## config.mk

```make
export PLATFORM = sky130hd
export DESIGN_NAME = man_link_scheduler_flat
export DESIGN_NICKNAME = d
export VERILOG_FILES = /design/src/rtl/man_link_scheduler_if.sv /design/src/rtl/man_link_scheduler.sv /design/src/flat_wrapper.sv
export SDC_FILE = /design/constraint.sdc
export NUM_CORES = 1
export LEC_CHECK = 0
export CORE_UTILIZATION = 60
export DETAILED_ROUTE_END_ITERATION = 16
export HOLD_SLACK_MARGIN = 0.05
export PLACE_DENSITY_LB_ADDON = 0.3
export SYNTH_ARGS = -nofsm -noshare
export SYNTH_HDL_FRONTEND = slang
export SYNTH_SLANG_ARGS = --single-unit
```

## constraint.sdc

```tcl
create_clock -name clk -period 7.8 [get_ports clk]
set_clock_uncertainty 0.2 [all_clocks]
set_input_delay 1.56 -clock clk [delete_from_list [all_inputs] [get_ports clk]]
set_output_delay 1.56 -clock clk [all_outputs]
set_load 0.05 [all_outputs]
```

## src/rtl/man_link_scheduler_if.sv

```systemverilog
// Requester handshakes and encoder/decoder signals of the Manchester link scheduler.
// The master modport is the scheduler side; the slave modport is the requester/codec side.
interface man_link_scheduler_if;
    logic       req0_valid;
    logic [7:0] req0_data;
    logic       req0_ready;
    logic       req1_valid;
    logic [7:0] req1_data;
    logic       req1_ready;
    logic [7:0] enc_data;
    logic       enc_start;
    logic       enc_busy;
    logic       dec_valid;
    logic [7:0] dec_data;

    modport master (
        input  req0_valid, req0_data, req1_valid, req1_data,
        input  enc_busy, dec_valid, dec_data,
        output req0_ready, req1_ready, enc_data, enc_start
    );

    modport slave (
        output req0_valid, req0_data, req1_valid, req1_data,
        output enc_busy, dec_valid, dec_data,
        input  req0_ready, req1_ready, enc_data, enc_start
    );
endinterface

```

## src/rtl/man_link_scheduler.sv

```systemverilog
// Arbitrates two byte requesters and runs the encode / decode / verify / retry loop per byte.
// Build option: define MAN_LINK_ROUND_ROBIN_EN for round-robin arbitration (fixed priority otherwise).
module man_link_scheduler #(
    parameter int MAX_RETRY    = 3,
    parameter int TIMEOUT_BITS = 24
) (
    input  logic                 clk,
    input  logic                 rst,
    man_link_scheduler_if.master link,
    input  logic [31:0]          divide_freq,
    output logic                 done_ok,
    output logic                 done_err,
    output logic                 grant_src,
    output logic [1:0]           retry_cnt,
    output logic [7:0]           err_count,
    output logic [2:0]           state_out
);
    typedef enum logic [2:0] {
        ST_IDLE    = 3'd0,
        ST_GRANT   = 3'd1,
        ST_START   = 3'd2,
        ST_TX_WAIT = 3'd3,
        ST_RX_WAIT = 3'd4,
        ST_CHECK   = 3'd5,
        ST_DONE    = 3'd6,
        ST_FAIL    = 3'd7
    } state_t;

    localparam logic [1:0] MAX_RETRY_C      = 2'(MAX_RETRY);
    localparam logic [7:0] TIMEOUT_BITS_C   = 8'(TIMEOUT_BITS);
    localparam logic [7:0] BUSY_WAIT_BITS_C = 8'd4;

    state_t      state_r;
    state_t      state_nxt_s;
    logic [7:0]  enc_data_r;
    logic        enc_start_r;
    logic        req0_ready_r;
    logic        req1_ready_r;
    logic        done_ok_r;
    logic        done_err_r;
    logic        grant_src_r;
    logic [1:0]  retry_cnt_r;
    logic [7:0]  err_count_r;
    logic [31:0] period_r;
    logic [31:0] tick_r;
    logic [7:0]  bits_left_r;
    logic        saw_busy_r;
    logic        match_r;
    logic        sel_s;
    logic        grant_s;
    logic        load_tx_s;
    logic        load_rx_s;
    logic        expired_s;
    logic        tick_wrap_s;

    assign expired_s   = (bits_left_r == 8'd0);
    assign tick_wrap_s = (tick_r == (period_r - 32'd1));
    assign grant_s     = (state_r == ST_IDLE) && (state_nxt_s == ST_GRANT);

`ifdef MAN_LINK_ROUND_ROBIN_EN
    logic rr_ptr_r;

    // Round-robin pointer: prefer the source not granted last time.
    always_ff @(posedge clk or negedge rst) begin
        if (!rst) begin
            rr_ptr_r <= 1'b0;
        end else if (grant_s) begin
            rr_ptr_r <= ~sel_s;
        end
    end

    // Source selection when leaving IDLE.
    always_comb begin
        sel_s = 1'b0;
        if (link.req0_valid && link.req1_valid) begin
            sel_s = rr_ptr_r;
        end else begin
            sel_s = link.req1_valid;
        end
    end
`else
    // Source selection when leaving IDLE: requester 0 always has priority.
    always_comb begin
        sel_s = 1'b0;
        if (link.req0_valid) begin
            sel_s = 1'b0;
        end else begin
            sel_s = link.req1_valid;
        end
    end
`endif

    // State register.
    always_ff @(posedge clk or negedge rst) begin
        if (!rst) begin
            state_r <= ST_IDLE;
        end else begin
            state_r <= state_nxt_s;
        end
    end

    // Next-state logic and timer load strobes.
    always_comb begin
        state_nxt_s = state_r;
        load_tx_s   = 1'b0;
        load_rx_s   = 1'b0;
        case (state_r)
            ST_IDLE: begin
                if (link.req0_valid || link.req1_valid) begin
                    state_nxt_s = ST_GRANT;
                end else begin
                    state_nxt_s = ST_IDLE;
                end
            end
            ST_GRANT: begin
                state_nxt_s = ST_START;
                load_tx_s   = 1'b1;
            end
            ST_START: begin
                state_nxt_s = ST_TX_WAIT;
            end
            ST_TX_WAIT: begin
                // Busy never rose within the start window: counts as a failed attempt.
                if (saw_busy_r && !link.enc_busy) begin
                    state_nxt_s = ST_RX_WAIT;
                    load_rx_s   = 1'b1;
                end else if (!saw_busy_r && !link.enc_busy && expired_s) begin
                    state_nxt_s = ST_CHECK;
                end else begin
                    state_nxt_s = ST_TX_WAIT;
                end
            end
            ST_RX_WAIT: begin
                if (link.dec_valid || expired_s) begin
                    state_nxt_s = ST_CHECK;
                end else begin
                    state_nxt_s = ST_RX_WAIT;
                end
            end
            ST_CHECK: begin
                if (match_r) begin
                    state_nxt_s = ST_DONE;
                end else if (retry_cnt_r < MAX_RETRY_C) begin
                    state_nxt_s = ST_START;
                    load_tx_s   = 1'b1;
                end else begin
                    state_nxt_s = ST_FAIL;
                end
            end
            ST_DONE: begin
                state_nxt_s = ST_IDLE;
            end
            ST_FAIL: begin
                state_nxt_s = ST_IDLE;
            end
            default: begin
                state_nxt_s = ST_IDLE;
            end
        endcase
    end

    // Bit-period timer: tick_r divides clk down to bit periods, bits_left_r counts periods.
    always_ff @(posedge clk or negedge rst) begin
        if (!rst) begin
            tick_r      <= 32'd0;
            bits_left_r <= 8'd0;
        end else if (load_tx_s) begin
            tick_r      <= 32'd0;
            bits_left_r <= BUSY_WAIT_BITS_C;
        end else if (load_rx_s) begin
            tick_r      <= 32'd0;
            bits_left_r <= TIMEOUT_BITS_C;
        end else if (!expired_s) begin
            if (tick_wrap_s) begin
                tick_r      <= 32'd0;
                bits_left_r <= bits_left_r - 8'd1;
            end else begin
                tick_r <= tick_r + 32'd1;
            end
        end
    end

    // Per-attempt tracking: encoder busy seen, decoder result compare.
    always_ff @(posedge clk or negedge rst) begin
        if (!rst) begin
            saw_busy_r <= 1'b0;
            match_r    <= 1'b0;
        end else if (state_r == ST_START) begin
            saw_busy_r <= 1'b0;
            match_r    <= 1'b0;
        end else begin
            if ((state_r == ST_TX_WAIT) && link.enc_busy) begin
                saw_busy_r <= 1'b1;
            end
            if ((state_r == ST_RX_WAIT) && link.dec_valid) begin
                match_r <= (link.dec_data == enc_data_r);
            end
        end
    end

    // Grant latching, retry counting and registered pulse/status outputs.
    always_ff @(posedge clk or negedge rst) begin
        if (!rst) begin
            enc_data_r   <= 8'd0;
            enc_start_r  <= 1'b0;
            req0_ready_r <= 1'b0;
            req1_ready_r <= 1'b0;
            done_ok_r    <= 1'b0;
            done_err_r   <= 1'b0;
            grant_src_r  <= 1'b0;
            retry_cnt_r  <= 2'd0;
            err_count_r  <= 8'd0;
            period_r     <= 32'd1;
        end else begin
            req0_ready_r <= grant_s && !sel_s;
            req1_ready_r <= grant_s && sel_s;
            enc_start_r  <= (state_nxt_s == ST_START);
            done_ok_r    <= (state_nxt_s == ST_DONE);
            done_err_r   <= (state_nxt_s == ST_FAIL);
            if (grant_s) begin
                grant_src_r <= sel_s;
                enc_data_r  <= sel_s ? link.req1_data : link.req0_data;
                period_r    <= (divide_freq == 32'd0) ? 32'd1 : divide_freq;
                retry_cnt_r <= 2'd0;
            end else if ((state_r == ST_CHECK) && (state_nxt_s == ST_START)) begin
                retry_cnt_r <= retry_cnt_r + 2'd1;
            end
            if ((state_nxt_s == ST_FAIL) && (state_r != ST_FAIL) && (err_count_r != 8'd255)) begin
                err_count_r <= err_count_r + 8'd1;
            end
        end
    end

    assign link.enc_data   = enc_data_r;
    assign link.enc_start  = enc_start_r;
    assign link.req0_ready = req0_ready_r;
    assign link.req1_ready = req1_ready_r;
    assign done_ok         = done_ok_r;
    assign done_err        = done_err_r;
    assign grant_src       = grant_src_r;
    assign retry_cnt       = retry_cnt_r;
    assign err_count       = err_count_r;
    assign state_out       = state_r;
endmodule

```

## src/flat_wrapper.sv

```systemverilog
// flat-port wrapper written by rule: the top's interface ports become plain ports
module man_link_scheduler_flat 
#(
    parameter int MAX_RETRY    = 3,
    parameter int TIMEOUT_BITS = 24
)
  (clk, rst, divide_freq, done_ok, done_err, grant_src, retry_cnt, err_count, state_out, link_req0_valid, link_req0_data, link_req1_valid, link_req1_data, link_enc_busy, link_dec_valid, link_dec_data, link_req0_ready, link_req1_ready, link_enc_data, link_enc_start);
  man_link_scheduler_if link_i ();
  input  logic clk;
  input  logic rst;
  input  logic [31:0] divide_freq;
  output logic done_ok;
  output logic done_err;
  output logic grant_src;
  output logic [1:0] retry_cnt;
  output logic [7:0] err_count;
  output logic [2:0] state_out;
  input wire logic [$bits(link_i.req0_valid)-1:0] link_req0_valid;
  input wire logic [$bits(link_i.req0_data)-1:0] link_req0_data;
  input wire logic [$bits(link_i.req1_valid)-1:0] link_req1_valid;
  input wire logic [$bits(link_i.req1_data)-1:0] link_req1_data;
  input wire logic [$bits(link_i.enc_busy)-1:0] link_enc_busy;
  input wire logic [$bits(link_i.dec_valid)-1:0] link_dec_valid;
  input wire logic [$bits(link_i.dec_data)-1:0] link_dec_data;
  output wire logic [$bits(link_i.req0_ready)-1:0] link_req0_ready;
  output wire logic [$bits(link_i.req1_ready)-1:0] link_req1_ready;
  output wire logic [$bits(link_i.enc_data)-1:0] link_enc_data;
  output wire logic [$bits(link_i.enc_start)-1:0] link_enc_start;
  assign link_i.req0_valid = link_req0_valid;
  assign link_i.req0_data = link_req0_data;
  assign link_i.req1_valid = link_req1_valid;
  assign link_i.req1_data = link_req1_data;
  assign link_i.enc_busy = link_enc_busy;
  assign link_i.dec_valid = link_dec_valid;
  assign link_i.dec_data = link_dec_data;
  assign link_req0_ready = link_i.req0_ready;
  assign link_req1_ready = link_i.req1_ready;
  assign link_enc_data = link_i.enc_data;
  assign link_enc_start = link_i.enc_start;
  man_link_scheduler #(.MAX_RETRY(MAX_RETRY), .TIMEOUT_BITS(TIMEOUT_BITS)) u_core (.clk(clk), .rst(rst), .link(link_i), .divide_freq(divide_freq), .done_ok(done_ok), .done_err(done_err), .grant_src(grant_src), .retry_cnt(retry_cnt), .err_count(err_count), .state_out(state_out));
endmodule
```

### Yosys cells after proc, flatten, opt, wreduce, memory -nomap -nowiden

Cells that the tools add are included.

| storage, ports and cells | value |
|---|---|
| bits in registers | 101 |
| input port bits | 62 |
| output and inout port bits | 27 |
| logic and storage cells | 91 |

| cells by class | value |
|---|---|
| add/sub/neg operators | 5 |
| order comparisons | 1 |
| equality and inequality tests | 16 |
| multiplexer cells | 29 |
| reductions and logical operators | 25 |

Operators with widths:

| kind | count |
|---|---|
| $mux W32 | 5 |
| $mux W8 | 5 |
| $add A32 B1 Y32 const B | 1 |
| $eq A32 B32 Y1 | 1 |
| $logic_not A32 Y1 | 1 |
| $sub A32 B1 Y32 const B | 1 |
| $pmux W3 S7 | 1 |
| $eq A3 B3 Y1 const B | 6 |
| $mux W3 | 4 |
| $logic_and A1 B1 Y1 | 11 |
| $mux W1 | 11 |
| $eq A3 B2 Y1 const B | 3 |
| $add A8 B1 Y8 const B | 1 |
| $eq A8 B8 Y1 | 1 |
| $logic_not A8 Y1 | 1 |
| $ne A8 B8 Y1 const B | 1 |
| $sub A8 B1 Y8 const B | 1 |
| $eq A3 B1 Y1 const B | 2 |
| $reduce_bool A2 Y1 | 3 |
| $mux W2 | 2 |
| $logic_not A1 Y1 | 3 |
| $logic_not A3 Y1 | 1 |
| $ne A3 B1 Y1 const B | 1 |
| $ne A3 B3 Y1 const B | 1 |
| other kinds (7) | 8 |

### Depth between registers and ports, before layout

Gate-level depths: netlist (run 1).

| depth | value |
|---|---|
| word-level depth | 10 |
| mapped depth | 14 |
| mapped depth without buffers | 10 |

### Worst setup path before layout (run 1)

No wires, ideal clock.

| path | value |
|---|---|
| path kind | input to register |
| start | input port link_enc_busy |
| end | register u_core.tick_r[31] |
| setup time | 132 ps |
| data arrival time | 3,699 ps |
| data required time | 7,468 ps |
| slack | 3,769 ps |
| stages | 9 |
| path buffers | 1 |
| path through | nor2b_1 > o21ai_0 > a221o_1 > a221oi_1 > o31ai_1 > clkbuf_1 > nor3_1 > xnor2_1 > nor2_1 |

| between the ends | value |
|---|---|
| word-level cells in the longest chain between the ends | 6 |
| elaborated cells on any way between the ends | 7 |
| those cells by class | eq/ne (1); mux (4); reduce/logical (2) |

RTL lines:

| item | line | text |
|---|---|---|
| start: declaration | flat_wrapper.sv:22 | `input wire logic [$bits(link_i.enc_busy)-1:0] link_enc_busy;` |
| $logic_not A1 Y1 (*) | man_link_scheduler.sv:124 | `if (saw_busy_r && !link.enc_busy) begin` |
| $logic_and A1 B1 Y1 (*) | man_link_scheduler.sv:124 |  |
| $mux W1 (*) | man_link_scheduler.sv:124 |  |
| $mux W1 (*) | man_link_scheduler.sv:107 | `case (state_r)` |
| $mux W32 | man_link_scheduler.sv:170 | `end else if (load_rx_s) begin` |
| $mux W32 | man_link_scheduler.sv:167 | `end else if (load_tx_s) begin` |
| end signal: assignment | man_link_scheduler.sv:178 | `tick_r <= tick_r + 32'd1;` |
| end: declaration | man_link_scheduler.sv:45 | `logic [31:0] tick_r;` |

Every way passes the cells marked *; elsewhere a longest branch is shown, timed or not.
A chain may end at the register's enable or synchronous reset.

### Worst setup path after layout (run 1)

| path | value |
|---|---|
| start | register u_core.period_r[1] |
| end | register u_core.bits_left_r[2] |

| between the ends | value |
|---|---|
| word-level cells in the longest chain between the ends | 4 |

RTL lines:

| item | line | text |
|---|---|---|
| start: declaration | man_link_scheduler.sv:44 | `logic [31:0] period_r;` |
| start signal: assignment | man_link_scheduler.sv:223 | `period_r <= (divide_freq == 32'd0) ? 32'd1 : divide_freq;` |
| $sub A32 B1 Y32 | man_link_scheduler.sv:57 | `assign tick_wrap_s = (tick_r == (period_r - 32'd1));` |
| $eq A32 B32 Y1 | man_link_scheduler.sv:57 |  |
| $reduce_bool A3 Y1 (no source line) | -- |  |
| $reduce_and A2 Y1 (no source line) | -- |  |
| end signal: assignment | man_link_scheduler.sv:176 | `bits_left_r <= bits_left_r - 8'd1;` |
| end: declaration | man_link_scheduler.sv:46 | `logic [7:0] bits_left_r;` |

Every way passes these cells.

==> results of run 1 <==
[synthesized netlist by cell type (all sizes together) (10+ instances only)]
cell type | count | area, um2
a21oi | 24 | 120
and3 | 10 | 62.6
clkbuf | 24 | 90.1
dfrtp | 100 | 2500
inv | 24 | 90.1
mux2 | 31 | 353
mux2i | 10 | 100
nand2 | 46 | 173
nand3 | 21 | 105
nand4 | 17 | 106
nor2 | 76 | 285
nor2b | 11 | 68.8
nor3 | 30 | 150
nor4 | 24 | 156
o21ai | 21 | 109
or3 | 15 | 98.8
or4 | 16 | 124
xnor2 | 65 | 569
xor2 | 18 | 158
[per-stage QoR]
stage                     instance area, um2  utilization, %  total power (uW)  setup slack, ns  hold WS [ns]
final                                   7450            74.8              2400             3.35         0.300
after global routing                    7450            74.8              2550             3.17         0.328
after CTS                               7450            74.8              2390             3.40         0.301
after detailed placement                7240            72.7              2030             3.45         0.288
after global placement                  7240            72.7              1970             3.52         0.278
after floorplan                         6250               -              1680             3.77         0.265
[registers in the layout (all words and copies together) (netlist names), 2 cells and up]
register	flops
u_core.bits_left_r	8
u_core.tick_r	32
u_core.link.enc_data	8
u_core.retry_cnt	2
u_core.state_out	3
u_core.err_count	8
u_core.period_r	32
[critical path: cells and delay by family (launching register included)]
family	cells	cell delay (ns)
simple gates	6	2.94
flops	1	0.48
fa+ha+maj	1	0.24
xor+xnor	1	0.23
buf+inv	1	0.12
compound gates	1	0.11
[logic make-up after synthesis]
kind of cell	count (synthesis)	share of synthesized area [%]
mux	41	7.24
compound gates	96	10.3
buf+inv	54	3.42
simple gates	303	25.8
xor+xnor	83	11.6
flops	101	40.4
fa+ha+maj	6	1.20
[power breakdown]
part           switching, uW  leakage (uW)  internal (uW)
combinational            673       0.00147            479
sequential               225       0.00130            670
clock                    184      0.000103            168
[area by class of cell]
type	count	area share, %
inverter	24	1.21
sequential	101	34.0
multi-input combinational	529	47.5
tap	133	2.23
timing repair buffer	93	12.3
clock buffer	12	2.08
clock inverter	4	0.739
[worst paths after layout]
| path | endpoint | from |
|---|---|---|
| max | u_core.bits_left_r[2] | u_core.period_r[1] |
| min | u_core.err_count[5] | u_core.err_count[5] |
| max reg2reg | u_core.bits_left_r[2] | u_core.period_r[1] |
| min reg2reg | u_core.err_count[5] | u_core.err_count[5] |
| max in group asynchronous | u_core.err_count[4] | rst |
| min in group asynchronous | u_core.period_r[31] | rst |
[routing by layer]
metal  part of all wire (%)  wire, um  track usage, %
met3                    5.9       952            6.33
met1                     41      6550            38.7
met5                      0         0               0
met4                    2.8       449            11.0
met2                     50      8050            52.6
==> out/summary.md, run 1 <==
The run finished with clean final reports. For the required time of the critical path, the log shows 7.86 ns. The y dimension of the die was 104 um.

The repair_antennas step left the layout with diodes totalling 0. The maximum count of clock buffers along a single path is 2, and the largest driver fanout on the critical path is 10. Data on the critical path arrives at its endpoint at 4.51 ns. The total I/O pin count is 89, and the worst stage delay on the critical path is 0.66 ns. The core region is 0.00995 mm2. Hold path depth: 1. The logs give 16.0 mm for the total wire length and 5 for the detailed-router iteration count before antenna repair.

The area growth from synthesis to layout is 19.1%. The number of pins exceeding their max-slew limit in the final report is 0. The run gives 68 as the number of distinct library cells after synthesis. TritonCTS built the clock tree.

Summed over all cells, the static leakage comes to 0.00287 uW. Once the floorplan was initialized, standard cells occupied 62.8% of the core. The net count after synthesis was 752; the routability congestion estimate from global placement was 0.962. Traced cell by cell, the critical path runs through inv_1 -> ha_1 -> or4b_1 -> or4_1 -> nor4_1 -> xnor2_1 -> or4b_1 -> nor3_1 -> and2_1 -> o211ai_1. The sequential cells in the finished layout cover a total of 0.00253 mm2.

The tools report the number of antenna violations at the first check in global routing as 0. The async set-reset flop share out of synthesis came out at 100%. Of the available clock period, the critical path in the final layout requires 57.0%. The tools report the setup-violating endpoint count in the final report as 0. The finished layout holds 896 standard cells, fillers aside. The clock drives 101 sinks.

Post-route antenna net violation count: 0. The synthesized design contains 0 enable-type register cells. For the worst relative slew slack, the log shows 21.5%. The DRC violation count after routing came out at 0. Area of the mapped netlist: 0.00625 mm2.

The post-synthesis sequential element count works out to 101. In the final design database the tool counted 826 nets. VDD sags by at most 0.000254 V.

The top cell types in the final layout, fill and taps aside, are sky130_fd_sc_hd__dfrtp_1, sky130_fd_sc_hd__clkdlybuf4s50_1, sky130_fd_sc_hd__nor2_1. The number of placed instances, taps included, is 880. The maximum level of the CTS H-tree is 3.

Detailed routing inserted a total of 5606 vias. The critical path start-end classification was flop to flop. The remaining global-route overflow was 0.

After clock tree synthesis, the clock-pin slew on the worst setup and hold paths is 0.09 ns. The power per standard cell area is 322 mW/mm2. Most used flip-flop cell after synthesis: sky130_fd_sc_hd__dfrtp_1. The slew at the pin closest to its max-slew limit is 1.17 ns. The buffer cell driving the clock tree root is sky130_fd_sc_hd__clkbuf_8. The number of global-route vias before repair is 5680.

The number of failing hold endpoints at the final stage was 0; the final critical path time including I/O delays and setup was 4.45 ns. The tools report the startpoint class of the critical path as a flop. The post-CTS setup buffer count came out at 0. Entering global routing, the biggest net connects 59 pins. Setup repair after global routing left no endpoint under its margin. Max-cap check violation count: 0.

The tools report the number of buffers added to fix hold violations after cts as 0. Clock tree synthesis inserted a total of 9 buffers. The slowest stage of the critical path is the sky130_fd_sc_hd__or4_1 cell. Of the cells placed in the final design, the portion with a size suffix greater than 1 is 8.65%.

The die covers 0.0108 mm2. In the synthesized netlist, the number of instances is 684. The width of the die was 104 um. The later pin in the worst-skew pair is clocked with a latency of 0.39 ns. Input and output buffers added on the ports amount to 88. Via density per instance: 6.26. The setup check on the worst reg-to-reg path leaves a slack of 3.35 ns. After clock tree synthesis, the repair step resized 0 gates. In the final routed layout, each cell accounts on average for 17.9 um. The worst min-delay path category is flop to flop.

The global-route total usage across every layer is 30.8%, and the cell depth of the worst flop-to-flop path is 10. The floorplan has 36 rows. The critical path's most frequent cell was sky130_fd_sc_hd__or4b_1. The first global-routing pass estimated 26.9 mm of wire. The sum of net half-perimeters after detailed placement came out at 11.8 mm.

The critical path endpoint category is a flop. After the first detailed-routing iteration, the DRC count stood at 358. The run gives 40.4% as the register area share after synthesis. The library cell used most frequently in the layout, excluding fill and tap cells, is sky130_fd_sc_hd__dfrtp_1.

In the final layout, the multi-input gates occupy 0.00354 mm2. The number of warning messages in the yosys log is 0, and the count of fill cells added during filler insertion is 715. Setup total negative slack on the finished layout was measured at 0 ns.

The average instance in the mapped netlist occupies 9.14 um2. The tools report the highest clock frequency the design can meet as 0.225 GHz.
No activity file was read; power rests on OpenSTA's default activity.
==> run 2: changes to the inputs <==
- CORE_UTILIZATION: 60 -> 50
- clock period: 7.8 -> 3.65 ns (I/O delays scaled with it)
==> run 2 against run 1 <==
  * Worst hold slack better by 0.0029 ns
  * Core utilization down 8.5 points
  * Fmax up 22%
  * Clock-buffer cell count down 3
  * Clock power rose to 2.9 times the previous value
  * Non-clock buffer count up 43
  * Critical endpoint is now u_core.bits_left_r[4]
==> out/summary.md, run 2 (synthesis gave the netlist of run 1 again) <==
The run finished with clean final reports. The signal on the critical path passes through or4_4 -> or4_4 -> or3_4 -> mux2_4 -> a2bb2oi_2 -> o21ai_4 -> or4_1 -> a31oi_1. The worst register-to-register path begins at u_core.period_r[7]. The run gives 0 (unchanged) as the setup-violating endpoint count in the final report. Setup repair after global routing could not meet its margin everywhere. The critical path's most frequent cell is sky130_fd_sc_hd__or4_4.

The wire length of the first global-routing pass was 27.7 mm (+2.9%). The cell count along the critical path is 8 (-2), and the post-layout net count is 869 (+5.2%). The run gives 0.00316 uW (+10%) as the static power due to leakage. The tools report the arrival time at the worst endpoint as 3.72 ns (-0.79 ns). The final-layout worst hold slack came out at 0.303 ns (+0.00287 ns). For the setup slack of the most critical reg-to-reg path, the log shows 0.004 ns (-3.35 ns). The endpoint identified for the worst register-to-register timing path is u_core.bits_left_r[4]. The sum of net half-perimeters after detailed placement is 12.9 mm (+9.4%), and the number of pins exceeding their max-slew limit in the final report is 0 (unchanged). The buffer cell driving the clock tree root is sky130_fd_sc_hd__clkbuf_16. For the count of fill cells added during filler insertion, the log shows 994 (+39%).

The tools report the total I/O pin count as 89 (unchanged). The worst hold path begins at u_core.err_count[5]. The tools report the endpoint of the worst hold path as u_core.err_count[5]. The cell count after placement is 955 (+8.5%), and the total core area is 0.0121 mm2 (+22%). The tools report the max-cap check violation count as 0 (unchanged). The run gives 0.274 GHz (+22%) as the highest clock frequency the design can meet. Maximum level of the CTS H-tree: 3 (unchanged).

The logs give 0.950 (-1.3%) for the routability congestion estimate from global placement and 974 (+8.7%) for the count of non-filler cells in the finished layout. The post-CTS clock slew at the launch and capture registers of the worst setup and hold paths is 0.07 ns (-0.02 ns), and the CTS sink count is 101 (unchanged). The largest registers in the layout are u_core.period_r: 32 flops, u_core.tick_r: 32 flops. The y dimension of the die was 114 um (+9.4%). The power per standard cell area was 716 mW/mm2 (+120%). TritonCTS built the clock tree.

Leaving out fill and tap cells, the most frequent cell in the layout is sky130_fd_sc_hd__dfrtp_1. The critical path starts at u_core.period_r[7]. The worst stage delay on the critical path works out to 0.59 ns (-0.07 ns). The critical path endpoint category was a flop. The DRC violation count after routing is 0 (unchanged), and the number of buffers added to fix hold violations after cts is 0 (unchanged). The initial cell density of the core is 51.6% (-11 points), and the clock latency of the later-clocked register in the worst-skew pair is 0.36 ns (-0.03 ns).

The final antenna diode count is 0 (unchanged), and the number of DRC markers after the initial detailed-route iteration is 512 (+43%). Die area: 0.0130 mm2 (+20%). The via density per instance was 5.88 (-6.0%). Number of buffers and inverters on the critical path: 0 (-1).

The tools report the required time of the critical path as 3.72 ns (-4.14 ns). The critical path start-end classification is flop to flop. The largest driver fanout on the critical path works out to 10 (unchanged). The number of CTS-inserted buffers is 9 (unchanged), and the global-route total usage across every layer is 27.4% (-3.4 points). The logs give 0 (unchanged) for the remaining global-route overflow and 0 (unchanged) for the number of failing hold endpoints at the final stage.

Detailed-router iteration count before antenna repair: 7 (+2). Share of the clock period used by the worst path after layout: 99.9% (+43 points). The tools report the row count as 40 (+11%). The top cell types in the final layout, fill and taps aside, are sky130_fd_sc_hd__dfrtp_1, sky130_fd_sc_hd__clkdlybuf4s50_1, sky130_fd_sc_hd__nor2_1.

The maximum count of clock buffers along a single path was 2 (unchanged); the worst relative slew slack was 31.3% (+9.8 points). The signed area change from the synthesized netlist to the final layout came out at 28.3%. Average wire per cell in the routed design: 17.9 um (+0.33%). The total wire length came out at 17.5 mm (+9.1%).

The highest ir drop seen on vdd was 0.000430 V (+69%). The hold path depth is 1 (unchanged). The width of the die is 114 um (+9.4%), and the sum of internal, switching and leakage power is 5750 uW (+140%). STA classifies the critical path startpoint as a flop.

Number of antenna violations at the first check in global routing: 0 (unchanged). Final critical path time including I/O delays and setup: 3.65 ns (-0.802 ns). Among all stages on the critical path, the largest delay is contributed by sky130_fd_sc_hd__or4_4. The number of global-route vias before repair is 5681 (+0.018%).

The min-delay analysis places its worst path in the category flop to flop. The detailed-route via count came out at 5726 (+2.1%). The top cell family by delay on the critical path was simple AND/OR/NAND/NOR gates.

Cell depth of the worst flop-to-flop path: 8 (-2). Slew at the pin closest to its max-slew limit: 1.03 ns (-0.136 ns). The number of buffers inserted by port buffering was 88 (unchanged). The fraction of final layout cells with drive strength greater than 1 is 15.0% (+6.4 points). The logs give 0 (unchanged) for the post-route antenna net violation count and 81 (+37%) for the pin count of the biggest net entering global routing.
run 2: how the worst max path moves through the flow:
stage | endpoint | slack [ns]
after floorplan | u_core.bits_left_r[3] | 0.01
after global placement | u_core.bits_left_r[4] | 0.09
after detailed placement | u_core.bits_left_r[4] | -0.06
after CTS | u_core.bits_left_r[4] | 0.03
after global routing | u_core.bits_left_r[4] | -0.05
final | u_core.bits_left_r[4] | 0.004
run 2: timing repair:
item / in CTS / in global routing
endpoints found under the setup margin: 2 / 34
gates resized for setup: 3 / 12
pin swaps: 1 / 8
buffers inserted: 1 / 1
cloned: 0 / 1
run 2: per-layer routing:
metal	vias up	global-route usage, %	wire (um)
li1	2706	-	-
met1	2801	35.5	7630
met2	183	45.6	8520
met3	36	5.42	922
met4	0	10.5	376
met5	-	0	0
run 2: area by class of cell:
type / count / area (um2) / area share (%)
Timing Repair Buffer: 136 / 1270 / 15.8
Inverter: 24 / 90.1 / 1.12
Sequential cell: 101 / 2530 / 31.5
Clock inverter: 7 / 80.1 / 0.998
Clock buffer: 9 / 225 / 2.81
Tap cell: 168 / 210 / 2.62
Multi-Input combinational cell: 529 / 3620 / 45.2
run 2: worst reg2reg max path, stage by stage, from the launching register on:
cell	delay [ns]
sky130_fd_sc_hd__dfrtp_1	0.38
sky130_fd_sc_hd__or4_4	0.59
sky130_fd_sc_hd__or4_4	0.56
sky130_fd_sc_hd__or3_4	0.42
sky130_fd_sc_hd__mux2_4	0.32
sky130_fd_sc_hd__a2bb2oi_2	0.21
sky130_fd_sc_hd__o21ai_4	0.14
sky130_fd_sc_hd__or4_1	0.54
sky130_fd_sc_hd__a31oi_1	0.20
run 2: stage by stage:
step / util (%) / worst slack [ns] / area [um2] / setup TNS (ns)
after floorplan: - / 0.0101 / 6270 / 0
after global placement: 62.7 / 0.0927 / 7600 / 0
after detailed placement: 62.7 / -0.0568 / 7600 / -0.0568
after CTS: 65.4 / 0.0286 / 7920 / 0
after global routing: 66.3 / -0.0520 / 8030 / -0.0769
final: 66.3 / 0.00433 / 8030 / 0
run 2: power by group:
| part | switching (uW) | internal (uW) |
|---|---|---|
| combinational | 1650 | 1260 |
| clock | 467 | 542 |
| sequential | 397 | 1430 |
| total | 2520 | 3230 |
==> RTL change 1 (config.mk and constraints of run 2) <==
The output `done_err` loses its register stage (`done_err_r` becomes a continuous assignment).
--- a/src/rtl/man_link_scheduler.sv
+++ b/src/rtl/man_link_scheduler.sv
@@ -208,3 +208,2 @@
             done_ok_r    <= 1'b0;
-            done_err_r   <= 1'b0;
             grant_src_r  <= 1'b0;
@@ -218,3 +217,2 @@
             done_ok_r    <= (state_nxt_s == ST_DONE);
-            done_err_r   <= (state_nxt_s == ST_FAIL);
             if (grant_s) begin
@@ -232,2 +230,4 @@
     end
+
+    assign done_err_r = (state_nxt_s == ST_FAIL);
 
Check against the original RTL: same outputs for any inputs over 10 cycles, from zero or initial values and one cycle with rst low; that may be too few to reach the edited logic, so the function may still have changed.
==> RTL change 1 against run 2 <==
Routed wire length shrank 21%; sequential cell count shrank 1; total power shrank 8.2%; final area shrank 8.4%; first-iteration DRC count shrank 49%; critical path type unchanged; sequential power grew 2%; largest cell class unchanged; area after synthesis shrank 7.5%; setup slack gained 0.078 ns.
==> RTL change 1: results (changes against run 2) <==
power:
  p_leak_uw: 0.00304  # was 0.00316 uW
  comb_power_uw: 2370  # was 2910 uW
  p_int_uw: 3100  # was 3230 uW
  seq_power_share_pct: 35.5  # was 31.8%
logic_synthesis:
  syn_area_per_cell_um2: 9.83  # was 9.14 um2
  synthTopCellsByArea: "dfrtp_1 43%, xor2_1 7.4%, mux2_2 6.2%"  # was dfrtp_1 40%, xnor2_1 9.1%, mux2_2 5.4%
  ys_seq_area_share_pct: 43.3  # was 40.4%
  synth_cell_types: 61  # was 68
  synth_top_area_share_pct: 42.8  # was 40.0%
  synth_nets: 656  # was 752
route:
  routedWlPerCell_um: 16.4  # was 17.9 um
  dr.pass1.iters: 4  # was 7
  drtIter0Drc: 263  # was 512
  via_count: 4858  # was 5726
  wl_mm: 13.8  # was 17.5 mm
cells_and_area:
  nNetsFinal: 763  # was 869
  drive_above_1_share_pct: 13.4  # was 15.0%
  fillers: 906  # was 994
global_routing:
  grt_pass1_wl_mm: 22.7  # was 27.7 mm
  grt_usage_pct: 24.7  # was 27.4%
worst_setup_path:
  crit_top_cell: "nand4_1"  # was or4_4
  cp.arrival_ns: 3.65  # was 3.72 ns
  critPathMaxFanout: 5  # was 10
clock_network:
  ctsResizeCount: 0  # was 3
run_status:
  status: "completed"  # unchanged
place:
  dp_hpwl_mm: 10.4  # was 12.9 mm
  dp.cells: 815  # was 955
  gp_congestion: 0.899  # was 0.950
[RTL change 1: cell types whose count changed after synthesis, moves of 4 or more]
cell | before | now
xor2_1 | 18 | 49
xnor2_1 | 65 | 37
nor2_1 | 76 | 56
clkbuf_1 | 24 | 8
a21oi_1 | 24 | 14
nand3_1 | 21 | 31
inv_1 | 24 | 16
or4_1 | 15 | 7
nand2_1 | 46 | 39
nor3_1 | 30 | 23
or3_1 | 14 | 7
nor4_1 | 23 | 18
and2_1 | 5 | 1
[RTL change 1: worst register-to-register path, stage by stage (launching register included)]
cell	delay, ns
dfrtp_1	0.41
inv_1	0.07
ha_2	0.20
nor3b_4	0.30
nand4_1	0.25
or4b_4	0.59
a21oi_4	0.15
o2111ai_4	0.15
nor4_4	0.36
buf_4	0.18
nand4_1	0.13
or3_1	0.35
a21oi_1	0.15
[RTL change 1: layout make-up]
cell class	count	area (um2)	share of cell area (%)
clock buffers	11	243	3.30
clock inverters	5	82.6	1.12
inverters	16	60.1	0.817
multi-input cells	456	3210	43.6
flip-flops and latches	100	2500	34.1
well taps	140	175	2.38
repair buffers	113	1080	14.7
[RTL change 1: final timing paths]
kind / cells past startpoint / endpoint / slack (ns) / start
setup / recovery: 12 / u_core.bits_left_r[7] / 0.08 / u_core.period_r[1]
hold / removal: 1 / u_core.err_count[7] / 0.29 / u_core.err_count[7]
setup reg to reg: 12 / u_core.bits_left_r[7] / 0.08 / u_core.period_r[1]
hold reg to reg: 1 / u_core.err_count[7] / 0.29 / u_core.err_count[7]
max in group asynchronous: 2 / u_core.period_r[0] / 2.09 / rst
min in group asynchronous: 1 / u_core.tick_r[30] / 0.34 / rst
[RTL change 1: cells by family (layout without fill, tap and decap cells)]
group | Yosys count | count (layout) | share of synthesized area, %
XOR/XNOR | 86 | 86 | 13.0
AND/OR/NAND/NOR | 249 | 249 | 23.7
flip-flops | 100 | 100 | 43.3
adder cells (fa/ha/maj) | 5 | 5 | 1.08
multiplexers | 44 | 44 | 8.32
AO/OA/AOI/OAI | 72 | 72 | 8.30
buffers and inverters | 33 | 145 | 2.36
[RTL change 1: metrics by stage]
stage	instance area, um2	TNS (ns)	utilization (%)	worst slack (ns)	hold slack (ns)
floorplan	5790	0	-	0.424	0.234
global placement	6890	0	62.2	0.168	0.259
detailed placement	6890	0	62.2	0.00425	0.282
CTS	7220	0	65.2	0.00684	0.297
global route	7350	-0.380	66.4	-0.119	0.314
finish	7350	0	66.4	0.0827	0.290
[RTL change 1: routing by layer]
metal | vias to the layer above | routed length (um) | part of all wire, % | track usage (%)
li1 | 2347 | - | - | -
met1 | 2395 | 6420 | 47 | 33.8
met2 | 102 | 6590 | 48 | 39.5
met3 | 14 | 576 | 4.2 | 5.75
met4 | 0 | 197 | 1.4 | 6.38
met5 | - | 0 | 0 | 0
==> RTL change 2 (flow settings as in run 2) <==
Made on the original files. `TIMEOUT_BITS` is set to 24 in 2 places; all go to 12.
--- a/src/rtl/man_link_scheduler.sv
+++ b/src/rtl/man_link_scheduler.sv
@@ -4,3 +4,3 @@
     parameter int MAX_RETRY    = 3,
-    parameter int TIMEOUT_BITS = 24
+    parameter int TIMEOUT_BITS = 12
 ) (
--- a/src/flat_wrapper.sv
+++ b/src/flat_wrapper.sv
@@ -4,3 +4,3 @@
     parameter int MAX_RETRY    = 3,
-    parameter int TIMEOUT_BITS = 24
+    parameter int TIMEOUT_BITS = 12
 )
Behaviour: same outputs for any inputs over 10 cycles, from zero or initial values and one cycle with rst low; that may be too few to reach the edited logic, so the function may still have changed.
==> RTL change 2 against run 2 <==
The flow now finishes with violations (negative setup slack); total power decreased by 7.3%; die area decreased by 6.7%; utilization increased by 0.73 points; sequential cell count unchanged; setup slack got worse by 0.17 ns; area after synthesis decreased by 6.8%; final area decreased by 5.1%; routed wire length decreased by 13%; via count decreased by 10%.
==> RTL change 2: results (changes against run 2) <==
power:
  p_leak_uw: 0.00317  # was 0.00316 uW
  peakVddDrop_mv: 0.491  # was 0.430 mV
run_status:
  violations: "negative setup slack"
  status: "finished, violations left"  # was completed
logic_synthesis:
  ys_top_cells_by_count: "100 x dfrtp_1, 62 x nor2_1, 47 x xnor2_1"  # was 100 x dfrtp_1, 76 x nor2_1, 65 x xnor2_1
  synth_xor_area_share_pct: 12.9  # was 11.6%
  synthAdderAreaFrac_pct: 1.29  # was 1.20%
  ys_seq_area_share_pct: 43.4  # was 40.4%
  synthCells: 601  # was 684
  synth_nets: 669  # was 752
  synthTopCellsByArea: "dfrtp_1 43%, xnor2_1 7.1%, mux2_2 6.0%"  # was dfrtp_1 40%, xnor2_1 9.1%, mux2_2 5.4%
  synth_compound_area_share_pct: 7.79  # was 10.3%
  synth_cell_types: 57  # was 68
  synthMuxAreaShare_pct: 7.88  # was 7.24%
route:
  routedWlPerCell_um: 17.5  # was 17.9 um
  drtIter0Drc: 326  # was 512
  dr.pass1.iters: 5  # was 7
  via_count: 5137  # was 5726
  viasPerCell: 5.92  # was 5.88
cells_and_area:
  fillers: 916  # was 994
  nNetsFinal: 788  # was 869
sta:
  relSlewSlack_pct: 52.2  # was 31.3%
  fin_tns_setup_ns: -4.43  # was 0 ns
  setup_viol: 38  # was 0
  postLayoutSetupSlackWorst_ns: -0.164  # was 0.00433 ns
min_path:
  hold_path.class: "input port to async pin"  # was flop to flop
place:
  dp.cells: 845  # was 955
  gp_congestion: 0.883  # was 0.950
  dp_hpwl_mm: 11.3  # was 12.9 mm
worst_setup_path:
  worst_path_largest_cell_delay_ns: 0.54  # was 0.59 ns
  worst-r2r-cell-count: 10  # was 8
  cp.arrival_ns: 3.89  # was 3.72 ns
  critPathMaxFanout: 6  # was 10
global_routing:
  grt_usage_pct: 26.3  # was 27.4%
  grt_pass1_vias: 5033  # was 5681
  grt_start_max_net_pins: 55  # was 81
RTL change 2: layout make-up:
cell class	instances	area [um2]	area share, %
sequential	101	2530	33.2
clock buffer	13	270	3.55
clock inverter	3	42.5	0.558
timing repair buffer	131	1240	16.3
inverter	16	60.1	0.788
tap	143	179	2.35
multi-input combinational	461	3290	43.2
RTL change 2: layer usage:
layer  share of wire (%)  global-route usage (%)
met2                  53                    46.5
met4                 1.9                    9.43
met3                 4.9                    4.03
met1                  41                    32.2
met5                   0                       0
RTL change 2: metrics by stage:
step                instance area, um2  util, %  worst slack [ns]
detailed placement                7090     62.4            -0.189
floorplan                         5840        -            0.0192
global placement                  7090     62.4           -0.0837
finish                            7620     67.0            -0.164
CTS                               7490     65.9            -0.125
global route                      7620     67.0            -0.257
RTL change 2: what timing repair did:
item / 4_1_cts / 5_1_grt
setup endpoints to repair: 37 / 40
pin swaps: 8 / 9
resized for setup: 7 / 25
buffers inserted: 5 / 1
cloned: 1 / 0
RTL change 2: where the power goes:
| group | leakage (uW) | total, uW | switching [uW] | internal, uW |
|---|---|---|---|---|
| Sequential | 0.00131 | 1750 | 322 | 1430 |
| Combinational | 0.00171 | 2580 | 1450 | 1130 |
| Clock | 0.000152 | 995 | 408 | 587 |
RTL change 2: final timing paths:
| check | start | endpoint | slack [ns] |
|---|---|---|---|
| max in group asynchronous | rst | u_core.period_r[0] | 2.30 |
| min in group clk | u_core.grant_src | u_core.grant_src | 0.29 |
| max | u_core.period_r[10] | u_core.bits_left_r[5] | -0.16 |
| max reg2reg | u_core.period_r[10] | u_core.bits_left_r[5] | -0.16 |
| min reg2reg | u_core.grant_src | u_core.grant_src | 0.29 |
| min | rst | u_core.period_r[19] | 0.20 |
